--- config.mk ---
export PLATFORM = sky130hd
export DESIGN_NAME = seg7_pattern_decoder
export DESIGN_NICKNAME = d
export VERILOG_FILES = /design/src/rtl/seg7_pattern_decoder_pkg.sv /design/src/rtl/seg7_pattern_decoder_glyph_lookup.sv /design/src/rtl/seg7_pattern_decoder.sv
export SDC_FILE = /design/constraint.sdc
export NUM_CORES = 1
export LEC_CHECK = 0
export BUFFER_PORTS_ARGS = -buffer_cell sky130_fd_sc_hd__buf_2
export CORE_MARGIN = 4
export CORE_UTILIZATION = 52
export DETAILED_ROUTE_END_ITERATION = 10
export GPL_ROUTABILITY_DRIVEN = 1
export GPL_TIMING_DRIVEN = 0
export MAX_ROUTING_LAYER = met4
export PLACE_DENSITY = 0.73
export SLEW_MARGIN = 20
export SYNTH_ARGS = -nofsm -noshare
export SYNTH_HDL_FRONTEND = slang
export SYNTH_SLANG_ARGS = --single-unit
--- constraint.sdc ---
create_clock -name CLOCK_50 -period 2.5 [get_ports CLOCK_50]
set_clock_uncertainty 0.1 [all_clocks]
set_input_delay 0.25 -clock CLOCK_50 [delete_from_list [all_inputs] [get_ports CLOCK_50]]
set_output_delay 0.25 -clock CLOCK_50 [all_outputs]
set_load 0.1 [all_outputs]
--- src/rtl/seg7_pattern_decoder_pkg.sv ---
`default_nettype none
// ============================================================================
//  Module      : seg7_pattern_decoder_pkg
//  Description : Shared 7-segment glyph table (active-high, abcdefg order,
//                a = bit 6) plus common types for the pattern decoder.
//  Revision    : 1.0  initial release
// ============================================================================
package seg7_pattern_decoder_pkg;

    localparam logic [6:0] SEG_0 = 7'b1111110;
    localparam logic [6:0] SEG_1 = 7'b0110000;
    localparam logic [6:0] SEG_2 = 7'b1101101;
    localparam logic [6:0] SEG_3 = 7'b1111001;
    localparam logic [6:0] SEG_4 = 7'b0110011;
    localparam logic [6:0] SEG_5 = 7'b1011011;
    localparam logic [6:0] SEG_6 = 7'b1011111;
    localparam logic [6:0] SEG_7 = 7'b1110000;
    localparam logic [6:0] SEG_8 = 7'b1111111;
    localparam logic [6:0] SEG_9 = 7'b1111011;
    localparam logic [6:0] SEG_A = 7'b1110111;
    localparam logic [6:0] SEG_B = 7'b0011111;
    localparam logic [6:0] SEG_C = 7'b1001110;
    localparam logic [6:0] SEG_D = 7'b0111101;
    localparam logic [6:0] SEG_E = 7'b1001111;
    localparam logic [6:0] SEG_F = 7'b1000111;

    localparam int unsigned CNT_W = 4;

    typedef logic [CNT_W-1:0] stab_cnt_t;

endpackage : seg7_pattern_decoder_pkg
`default_nettype wire

--- src/rtl/seg7_pattern_decoder_glyph_lookup.sv ---
`default_nettype none
// ============================================================================
//  Module      : seg7_glyph_lookup
//  Description : Combinational map from an active-high abcdefg pattern to its
//                hex value and a legal-glyph flag.
//  Revision    : 1.0  initial release
// ============================================================================
module seg7_glyph_lookup
    import seg7_pattern_decoder_pkg::*;
(
    input  logic [6:0] i_pattern,
    output logic [3:0] o_value,
    output logic       o_legal
);

    always_comb begin
        o_value = 4'h0;
        o_legal = 1'b1;
        case (i_pattern)
            SEG_0:   o_value = 4'h0;
            SEG_1:   o_value = 4'h1;
            SEG_2:   o_value = 4'h2;
            SEG_3:   o_value = 4'h3;
            SEG_4:   o_value = 4'h4;
            SEG_5:   o_value = 4'h5;
            SEG_6:   o_value = 4'h6;
            SEG_7:   o_value = 4'h7;
            SEG_8:   o_value = 4'h8;
            SEG_9:   o_value = 4'h9;
            SEG_A:   o_value = 4'hA;
            SEG_B:   o_value = 4'hB;
            SEG_C:   o_value = 4'hC;
            SEG_D:   o_value = 4'hD;
            SEG_E:   o_value = 4'hE;
            SEG_F:   o_value = 4'hF;
            default: o_legal = 1'b0;
        endcase
    end

endmodule : seg7_glyph_lookup
`default_nettype wire

--- src/rtl/seg7_pattern_decoder.sv ---
`default_nettype none
// ============================================================================
//  Module      : seg7_pattern_decoder
//  Description : Reads back a 7-segment drive bus, debounces it on the sample
//                tick and reports the committed hex digit and legality.
//  Revision    : 1.0  initial release
// ============================================================================
module seg7_pattern_decoder
    import seg7_pattern_decoder_pkg::*;
#(
    parameter bit          ACTIVE_LOW = 1'b1,
    parameter int unsigned STABLE_CNT = 4
) (
    input  logic       CLOCK_50,
    input  logic       reset,
    input  logic       sample_en,
    input  logic [1:7] seg,
    output logic [3:0] digit,
    output logic       valid,
    output logic       illegal,
    output logic       changed
);

    localparam logic [6:0] c_ALL_OFF = ACTIVE_LOW ? 7'h7F : 7'h00;
    localparam stab_cnt_t  c_STABLE  = stab_cnt_t'(STABLE_CNT);

    logic [6:0] r_sync1;
    logic [6:0] r_sync2;
    logic [6:0] r_prev;
    stab_cnt_t  r_cnt;
    logic [3:0] r_digit;
    logic       r_valid;
    logic       r_illegal;
    logic       r_changed;

    logic [6:0] w_norm;
    logic       w_diff;
    stab_cnt_t  w_cnt_next;
    logic       w_commit;
    logic [3:0] w_lut_value;
    logic       w_lut_legal;

    assign w_norm = ACTIVE_LOW ? ~r_sync2 : r_sync2;
    assign w_diff = (w_norm != r_prev);

    always_comb begin
        w_cnt_next = r_cnt;
        if (w_diff)
            w_cnt_next = stab_cnt_t'(1);
        else if (r_cnt != c_STABLE)
            w_cnt_next = r_cnt + stab_cnt_t'(1);
    end

    // A saturated counter only re-commits when a new pattern restarts the run
    // (which with a threshold of one is immediately).
    assign w_commit = sample_en && (w_cnt_next == c_STABLE) &&
                      (w_diff || (r_cnt != c_STABLE));

    seg7_glyph_lookup u_lookup (
        .i_pattern (w_norm),
        .o_value   (w_lut_value),
        .o_legal   (w_lut_legal)
    );

    always_ff @(posedge CLOCK_50 or posedge reset) begin
        if (reset) begin
            r_sync1   <= c_ALL_OFF;
            r_sync2   <= c_ALL_OFF;
            r_prev    <= 7'h00;
            r_cnt     <= '0;
            r_digit   <= 4'h0;
            r_valid   <= 1'b0;
            r_illegal <= 1'b0;
            r_changed <= 1'b0;
        end else begin
            r_sync1   <= seg;
            r_sync2   <= r_sync1;
            r_changed <= 1'b0;
            if (sample_en) begin
                r_prev <= w_norm;
                r_cnt  <= w_cnt_next;
            end
            if (w_commit) begin
                if (w_lut_legal) begin
                    r_digit   <= w_lut_value;
                    r_valid   <= 1'b1;
                    r_illegal <= 1'b0;
                    r_changed <= (w_lut_value != r_digit) || !r_valid;
                end else begin
                    r_valid   <= 1'b0;
                    r_illegal <= 1'b1;
                    r_changed <= r_valid;
                end
            end
        end
    end

    assign digit   = r_digit;
    assign valid   = r_valid;
    assign illegal = r_illegal;
    assign changed = r_changed;

endmodule : seg7_pattern_decoder
`default_nettype wire

# ---- Word level (Yosys, flattened, before mapping)
# Index checks and enable logic that the tools add are counted.
dict set report classes {
  addsub 1
  eq_ne 20
  n_mux 8
  bitwise_logic 1
  reduce_logical 7
}
# op n
set op_table {}
lappend op_table {{== test 7 bit (second input constant)} 12}
lappend op_table {{case mux 4 bit (15 select lines)} 1}
lappend op_table {{== test 7 x 6 -> 1 bit (second input constant)} 3}
lappend op_table {{OR reduction 16 bit} 1}
lappend op_table {{2-to-1 mux 4 bit} 2}
lappend op_table {{== test 7 x 5 -> 1 bit (second input constant)} 1}
lappend op_table {{!= test 7 bit} 1}
lappend op_table {{inverter 7 bit} 1}
lappend op_table {{2-to-1 mux 1 bit} 5}
lappend op_table {{adder 4 x 1 -> 4 bit (second input constant)} 1}
lappend op_table {{== test 4 x 3 -> 1 bit (second input constant)} 1}
lappend op_table {{!= test 4 x 3 -> 1 bit (second input constant)} 1}
lappend op_table {{!= test 4 bit} 1}
lappend op_table {{logical AND 1 bit} 2}
lappend op_table {{logical OR 1 bit} 2}
lappend op_table {{AND reduction 2 bit} 1}
lappend op_table {{zero test 1 bit} 1}
dict set report totals {
  register_bits 32
  input_bits 10
  out_inout_bits 7
  elab_cells 45
}

# ---- Logic depth before layout (Yosys ltp)
# Gate-level depths: netlist (run 1).
dict set report logic_depth {
  word_depth 7
  depth_mapped 8
  depth_no_buf 8
}

# ---- By module
# From an unflattened synthesis (run 1), not the netlist that was laid out.
dict set report unflattened {
  cells_unflattened 166
  hier_area_um2 1726.7
}
# mod n_inst cells_per_inst area_each_um2
set by_module_without_submodules {}
lappend by_module_without_submodules {seg7_pattern_decoder 1 108 1352.5}
lappend by_module_without_submodules {seg7_glyph_lookup 1 58 374.1}

# ---- Worst setup path after synthesis (run 1)
# Ideal clock, no wire load.
dict set report synth_path {
  path_type {register -> register}
  start {register r_sync2[1]}
  end {register r_changed, in the netlist changed}
  t_arrival_ns 2.192
  required_ns 2.259
  slack_ns 0.066
  path_stages_with_launch 8
  n_path_buf 1
  period_less_slack_ns 2.434
  path_cell_list {dfstp_2 -> buf_4 -> or4b_1 -> or4b_4 -> nand3_1 -> xor2_1 -> a211oi_1 -> a41oi_2}
}
dict set report synth_between {
  elab_chain_cells 7
  elab_cells_between_ends 30
}
# item line
set synth_lines {}
lappend synth_lines {{start: declaration} seg7_pattern_decoder.sv:28} ;# logic [6:0] r_sync2;
lappend synth_lines {{start signal: assignment} seg7_pattern_decoder.sv:68} ;# r_sync2 <= c_ALL_OFF;
lappend synth_lines {{start signal: assignment} seg7_pattern_decoder.sv:77} ;# r_sync2 <= r_sync1;
lappend synth_lines {{inverter 7 bit *} seg7_pattern_decoder.sv:43} ;# assign w_norm = ACTIVE_LOW ? ~r_sync2 : r_sync2;
lappend synth_lines {{== test 7 bit, or another cell as far along} seg7_pattern_decoder_glyph_lookup.sv:19} ;# case (i_pattern)
lappend synth_lines {{case mux 4 bit (15 select lines) / 2-to-1 mux 4 bit (equally long branches)} {seg7_pattern_decoder_glyph_lookup.sv:19, seg7_pattern_decoder.sv:48}}
lappend synth_lines {{!= test 4 bit / == test 4 x 3 -> 1 bit (equally long branches)} {seg7_pattern_decoder.sv:88, seg7_pattern_decoder.sv:56}}
lappend synth_lines {{logical OR 1 bit / logical AND 1 bit (equally long branches)} {seg7_pattern_decoder.sv:88, seg7_pattern_decoder.sv:56}}
lappend synth_lines {{2-to-1 mux 1 bit / logical AND 1 bit (equally long branches)} {seg7_pattern_decoder.sv:84, seg7_pattern_decoder.sv:56}}
lappend synth_lines {{2-to-1 mux 1 bit *} seg7_pattern_decoder.sv:83} ;# if (w_commit) begin
lappend synth_lines {{end signal: assignment} seg7_pattern_decoder.sv:88} ;# r_changed <= (w_lut_value != r_digit) || !r_valid;
lappend synth_lines {{end signal: assignment} seg7_pattern_decoder.sv:92} ;# r_changed <= r_valid;
lappend synth_lines {{end: declaration} seg7_pattern_decoder.sv:34} ;# logic r_changed;
# Every way passes the cells marked *; elsewhere a longest branch is shown, timed or not.
# A chain may end at the register's enable or synchronous reset.

# ---- Worst setup path in the final report (run 1)
# Same ends and word-level chain as after synthesis.

==> reports/qor.yml, run 1 <==
syn_to_final_growth_pct: 20.71
seqCellArea_um2: 818.3
antenna_found_initial: 0
yosys.cell_count.top_type: "dfrtp_1"
synth_largest_area_cell: "dfrtp_1"
layout.nets: 207
dr_total_vias: 1315
postSynthCellCount: 161
netlist_top_cells_area: "dfrtp_1 (27%), dfstp_2 (22%), xor2_1 (4.7%)"
setup_tns_ns: 0
relSlewSlack_pct: 55.95
fillCellCount: 246
die_h_um: 64.93
cts_buffer_depth: 2
yosysUniqueCellTypes: 50
start_util_pct: 54.76
grt_max_degree: 33
start_kind: "register"
synthesis.area_mm2: 0.001685
yosysSeqAreaShare_pct: 48.55
cpMaxStageDelayCell: "dfstp_2"
rsz0062_at_grt: "true"
worstSetupPathType: "reg2reg"
tightest_slew_ns: 0.6599
p_leak_nw: 0.9187
crit_fanout: 3
crit_chain: "or4b_4, or4b_4, nand3_1, xor2_1, a211oi_2, a41oi_2"
final_core_util_pct: 66.10
wire_per_inst_um: 14.37
cts_tree: "done"
grt_first_pass_wirelength_um: 5878
ys_top_cells_by_count: "dfrtp_1 (18), dfstp_2 (14), nand2_1 (10), nor2_1 (10), xor2_1 (9)"
placed_cells: 220
clkSlewWorstSetupHoldPaths_ns: 0.10
async_flop_share_pct: 100.0
drtPass1Iterations: 4
cap_violations: 0
htree_levels: 2
synth_top_area_share_pct: 26.73
clock.fmax_ghz: 0.4048
grt_overflow_total: 0
die-area_mm2: 0.004216
power.total_mw: 1.016
synth.avg_cell_area_um2: 10.47
clock_sinks: 32
slowest_delay_ns: 0.57
cts_buffers: 5
coreArea_mm2: 0.003078
whs_ns: 0.2480
dpl.hpwl_um: 2243
gp_congestion: 0.8441
drive_gt1_share_pct: 32.14
synth_ff_type: "dfrtp_1"
die_width_um: 64.93
synth_edf_count: 0
io_pins: 17
rows: 20
clk_latency_ns: 0.34
arrival_ns: 2.59
synth_seq_cells: 32
cts-root-buf: "clkbuf_4"
grt_pass1_vias: 1284
drc: 0
yosys_warnings: 0
multi_input_area_um2: 830.8
cp.required_ns: 2.61
cellPowerDensity_mw_per_mm2: 499.2
slew_viol_final: 0
grt_usage_pct: 18.76
routed_wl_um: 3448
fin_crit_sh_pct: 98.82
diodes: 0
min_path_type: "reg2reg"
cp_common_cell: "or4b_4"
syn_nets: 173
setup_violations: 0
drtIter0Drc: 85
vdd_drop_max_v: 0.0003020
drtAntennaViolNets: 0
hold_viol_final: 0
crit_path_end_kind: "register"
fin_cells: 240
status: "complete, no violations"
min_period_ns: 2.470
routed_via_density: 5.479
io_buffers: 15
-- layout by cell type (no fill, tap or decap), types with 2 or more instances in the layout --
cell            n
a21oi_1         8
nor2_1         10
inv_1           7
or4b_4          2
clkinv_2        2
o21ai_1         2
o21ai_0         6
nor3b_1         2
clkbuf_4        5
dfstp_2        14
ha_1            2
nand4b_1        2
xnor2_1         2
clkbuf_1        2
nor2b_1         2
buf_2          19
nand3b_1        2
nand4_1         3
or4_1           3
nand3_1         7
mux2i_1         6
or3_1           2
dfrtp_1        18
nand2_1        10
nand2b_1        2
xor2_1          9
nor3_1          4
buf_4           7
inv_2           2
dlygate4sd3_1   8
-- repair_timing --
item,in CTS,in global routing
endpoints found under the hold margin,25,0
buffers inserted,2,3
hold buffers,8,0
pin swaps,1,2
endpoints found under the setup margin,2,4
resized for setup,6,3
-- power by group --
part	internal (mW)	switching, mW
clock	0.134	0.179
combinational	0.0562	0.0796
sequential	0.550	0.0170
total	0.740	0.276
-- flip-flops by register name, summed over array words and instances (netlist names) --
| name | count |
|---|---|
| r_prev | 7 |
| r_sync1 | 7 |
| r_sync2 | 7 |
| digit | 4 |
| r_cnt | 4 |
| changed | 1 |
| illegal | 1 |
| valid | 1 |
-- critical path, delay by kind of cell (launching register included) --
kind	cells	cell delay, ns
XOR/XNOR	1	0.09
AO/OA/AOI/OAI	2	0.40
AND/OR/NAND/NOR	3	1.19
flip-flops	1	0.57
-- worst paths after layout --
path                                       from               endpoint  slack [ns]  depth (start not counted)
min in group asynchronous                 reset      changed$_DFF_PP0_        0.45                          3
setup reg to reg           r_sync2[1]$_DFF_PP1_      changed$_DFF_PP0_        0.03                          6
hold / removal             r_sync1[5]$_DFF_PP1_   r_sync2[5]$_DFF_PP1_        0.25                          0
setup / recovery           r_sync2[1]$_DFF_PP1_      changed$_DFF_PP0_        0.03                          6
hold reg to reg            r_sync1[5]$_DFF_PP1_   r_sync2[5]$_DFF_PP1_        0.25                          0
max in group asynchronous                 reset  r_prev[2]$_DFFE_PP0P_        1.42                          3
-- stage by stage --
stage / setup WS [ns] / instance area [um2]
after global routing: -0.02370 / 2034
after CTS: 0.02066 / 1994
after global placement: -0.07177 / 1815
final: 0.02956 / 2034
after detailed placement: -0.1697 / 1815
after floorplan: 0.06616 / 1685
-- per-layer routing --
metal | global-route usage [%] | routed length [um]
met1 | 22.10 | 1477
met2 | 30.01 | 1767
met3 | 5.893 | 154
met4 | 7.124 | 50
met5 | - | 0
-- logic make-up (layout without fill, tap and decap cells) --
group           count (synthesis)  after routing  share of synthesized area, %
mux                             8              8                         4.900
flops                          32             32                         48.55
buf+inv                        18             53                         4.974
simple gates                   58             58                         20.34
compound gates                 32             32                         14.03
fa+ha+maj                       2              2                         1.485
xor+xnor                       11             11                         5.717
-- layout make-up --
class                           instances  area share (%)
Buffer                                  8           2.091
Inverter                                9           1.661
Tap cell                               44           2.706
Clock inverter                          2          0.4920
Clock buffer                            6           2.522
Sequential cell                        32           40.22
Timing Repair Buffer                   28           9.471
Multi-Input combinational cell        111           40.84
Note: power is estimated with default switching activity, not from simulation.
==> inputs of run 2 (changes only) <==
--- a/config.mk
+++ b/config.mk
@@ -5,6 +5,7 @@
 export SDC_FILE = /design/constraint.sdc
 export NUM_CORES = 1
 export LEC_CHECK = 0
+export ABC_AREA = 1
 export BUFFER_PORTS_ARGS = -buffer_cell sky130_fd_sc_hd__buf_2
 export CORE_MARGIN = 4
 export CORE_UTILIZATION = 52
==> run 2 against run 1 <==
Against the previous run:
- combinational power down 17%
- clock power grew 7.7%
- synthesized cell count up 28%
- final area down 3.0%
- final cell count rose by 17%
- flip-flop and latch count stayed put
- count of clock-buffer cells in the layout grew 2
- first-iteration DRC count decreased by 45%
- critical endpoint is now illegal$_DFFE_PP0P_
==> reports/qor.yml, run 2 <==
status: "complete, no violations"  # unchanged
synth_compound_area_share_pct: 7.380  # was 14.03%
io_buffers: 15  # unchanged
die_width_um: 65.10  # was 64.93 um
slew_viol_final: 0  # unchanged
largestRegisters: "r_prev (7), r_sync1 (7), r_sync2 (7)"  # unchanged
crit_path_end_kind: "register"  # unchanged
synth-xor-area-share_pct: 4.133  # was 5.716%
p_leak_nw: 1.009  # was 0.9187 nW
synth_mux_area_share_pct: 0  # was 4.900%
routed_via_density: 4.722  # was 5.479
async_flop_share_pct: 100.0  # unchanged
drtPass1Iterations: 4  # unchanged
yosysSeqAreaShare_pct: 48.27  # was 48.55%
clkSlewWorstSetupHoldPaths_ns: 0.10  # about the same
tightest_slew_ns: 0.6324  # was 0.6599 ns
synth_edf_count: 0  # unchanged
drtAntennaViolNets: 0  # unchanged
r2r_end: "illegal$_DFFE_PP0P_"  # was changed$_DFF_PP0_
mostFrequentLayoutCell: "nand2_1"  # was buf_2
placed_cells: 265  # was 220
start_util_pct: 55.08  # was 54.76%
relSlewSlack_pct: 57.78  # was 55.95%
cts-root-buf: "clkbuf_4"  # unchanged
gp_congestion: 0.8893  # was 0.8441
postCtsSetupBuffers: 0  # was 2
cellPowerDensity_mw_per_mm2: 514.5  # was 499.2 mW/mm2
clock_sinks: 32  # unchanged
dpl.hpwl_um: 2222  # was 2243 um
postSynthCellCount: 206  # was 161
intPower_mw: 0.7605  # was 0.7398 mW
r2r-start: "r_cnt[0]$_DFFE_PP0P_"  # was r_sync2[1]$_DFF_PP1_
vdd_drop_max_v: 0.0003864  # was 0.0003020 V
cap_violations: 0  # unchanged
worst_hold_path.num_cells: 2  # was 0
grt_pass1_vias: 1255  # was 1,284
clock.fmax_ghz: 0.5281  # was 0.4048 GHz
hold_viol_final: 0  # unchanged
syn_nets: 218  # was 173
yosys_warnings: 0  # unchanged
ys_top_cells_by_count: "nand2_1 (61), nor2_1 (25), dfrtp_1 (18)"  # was dfrtp_1 (18), dfstp_2 (14), nand2_1 (10), nor2_1 (10), xor2_1 (9)
wire_per_inst_um: 10.95  # was 14.37 um
yosys.area_share.simple_pct: 31.96  # was 20.34%
min_path_type: "in2reg"  # was reg2reg
drtIter0Drc: 47  # was 85
grt_first_pass_wirelength_um: 5382  # was 5878 um
cts_buffers: 5  # unchanged
p_comb_share_pct: 11.1  # was 13.4%
coreArea_mm2: 0.003078  # unchanged
syn_to_final_growth_pct: 16.46  # was 20.71%
cts_buffer_depth: 2  # unchanged
dr_total_vias: 1327  # was 1,315
swShare_pct: 25.14  # was 27.15%
htree_levels: 2  # unchanged
crit_fanout: 4  # was 3
final_cell_mix: "nand2_1 (61), nor2_1 (25), dfrtp_1 (18)"  # was buf_2 (19), dfrtp_1 (18), dfstp_2 (14)
switchingPower_mw: 0.2554  # was 0.2757 mW
fillCellCount: 273  # was 246
io_pins: 17  # unchanged
min_period_ns: 1.894  # was 2.470 ns
synth.avg_cell_area_um2: 8.230  # was 10.47 um2
arrival_ns: 2.02  # was 2.59 ns
worstSetupPathType: "reg2reg"  # unchanged
rsz0062_at_grt: "false"  # was true
hp-start: "sample_en"  # was r_sync1[5]$_DFF_PP1_
min_to: "r_cnt[3]$_DFFE_PP0P_"  # was r_sync2[5]$_DFF_PP1_
grt_overflow_total: 0  # unchanged
fin_crit_sh_pct: 75.74  # was 98.82%
synth_ff_type: "dfrtp_1"  # unchanged
yosysUniqueCellTypes: 32  # was 50
pwr-share-seq_pct: 55.7  # was 55.8%
grt_usage_pct: 17.46  # was 18.76%
yosys.cell_count.top_type: "nand2_1"  # was dfrtp_1
power.total_mw: 1.016  # about the same
synth_top_family_by_area: "simple AND/OR/NAND/NOR gates"  # unchanged
synth_largest_area_cell: "dfrtp_1"  # unchanged
die_h_um: 65.10  # was 64.93 um
cp.required_ns: 2.63  # was 2.61 ns
cts_tree: "done"  # unchanged
diodes: 0  # unchanged
die-area_mm2: 0.004238  # was 0.004216 mm2
synthAdderAreaFrac_pct: 1.476  # was 1.485%
p_clk_share_pct: 33.2  # was 30.8%
seqCellArea_um2: 818.3  # unchanged
setup_violations: 0  # unchanged
netlist_top_cells_area: "dfrtp_1 (27%), dfstp_2 (22%), nand2_1 (14%)"  # was dfrtp_1 (27%), dfstp_2 (22%), xor2_1 (4.7%)
layout.nets: 248  # was 207
multi_input_area_um2: 762.0  # was 830.8 um2
fin_cells: 281  # was 240
clk_latency_ns: 0.34  # about the same
cts_resized: 0  # was 6
synthesis.area_mm2: 0.001695  # was 0.001685 mm2
grt_max_degree: 33  # unchanged
synth_seq_cells: 32  # unchanged
drc: 0  # unchanged
ff2ff_path_depth: 11  # was 6
r2r_slack_ns: 0.61  # was 0.03 ns
start_kind: "register"  # unchanged
synth_top_area_share_pct: 26.57  # was 26.73%
drive_gt1_share_pct: 28.27  # was 32.14%
rows: 20  # unchanged
cts_hold_buf: 8  # unchanged
antenna_found_initial: 0  # unchanged
setup_tns_ns: 0  # unchanged
routed_wl_um: 3078  # was 3448 um
[run 2: power groups by stage]
stage	Combinational (mW)	Clock (mW)	Sequential, mW
3_3_place_gp	0.102	0	0.574
5_1_grt	0.129	0.376	0.569
4_1_cts	0.113	0.345	0.566
6_report	0.113	0.337	0.566
2_1_floorplan	0.0813	0	0.572
3_5_place_dp	0.104	0	0.575
[run 2: how the worst max path moves through the flow]
stage                         start              endpoint  slack [ns]  cells after the start
3_3_place_gp   r_cnt[0]$_DFFE_PP0P_   illegal$_DFFE_PP0P_        0.64                     11
2_1_floorplan  r_sync2[3]$_DFF_PP1_  digit[3]$_DFFE_PP0P_        0.78                     12
5_1_grt        r_cnt[0]$_DFFE_PP0P_   illegal$_DFFE_PP0P_        0.41                     11
4_1_cts        r_cnt[0]$_DFFE_PP0P_   illegal$_DFFE_PP0P_        0.61                     11
3_5_place_dp   r_cnt[0]$_DFFE_PP0P_     changed$_DFF_PP0_        0.63                     11
6_report       r_cnt[0]$_DFFE_PP0P_   illegal$_DFFE_PP0P_        0.61                     11
[run 2: through the flow]
| stage | hold WS (ns) | cell area (um2) | worst slack (ns) | utilization (%) |
|---|---|---|---|---|
| after floorplan | 0.1545 | 1695 | 0.7803 | - |
| after global placement | 0.2455 | 1826 | 0.6378 | 59.31 |
| after detailed placement | 0.2470 | 1826 | 0.6300 | 59.31 |
| after CTS | 0.1401 | 1974 | 0.6130 | 64.15 |
| after global routing | 0.1686 | 1974 | 0.4146 | 64.15 |
| final | 0.1426 | 1974 | 0.6065 | 64.15 |
[run 2: final cells by class]
type	instances	share of cell area, %
Sequential cell	32	41.44
Multi-Input combinational cell	146	38.59
Timing Repair Buffer	23	7.858
Inverter	23	4.373
Clock buffer	8	3.485
Tap cell	44	2.788
Buffer	5	1.458
[run 2: cells by family (layout without fill, tap and decap cells)]
logic type	after synthesis	count (layout)
xor gates and xnor gates	8	8
and+or+nand+nor	115	115
DFF	32	32
buffers and inverters	28	59
AOI/OAI and AO/OA	21	21
adders and majority gates	2	2
[run 2: layer usage]
layer  GRT usage, %  routed length [um]  share of wire (%)  vias up
li1               -                   -                  -      696
met1          19.60                1422                 46      605
met2          28.99                1484                 48       19
met3          6.154                 109                3.5        7
met4          6.218                  63                2.0        0
met5              -                   0                  0        -
[run 2: worst max-delay path, stage by stage (launching register included)]
cell and delay [ns]:
dfrtp_1 0.40, inv_1 0.12, ha_1 0.16, inv_1 0.05, nor3_1 0.27, inv_1 0.10
nand2_1 0.08, nor2_1 0.06, nand4_4 0.10, clkinv_1 0.15, o21ai_2 0.15, inv_2 0.04
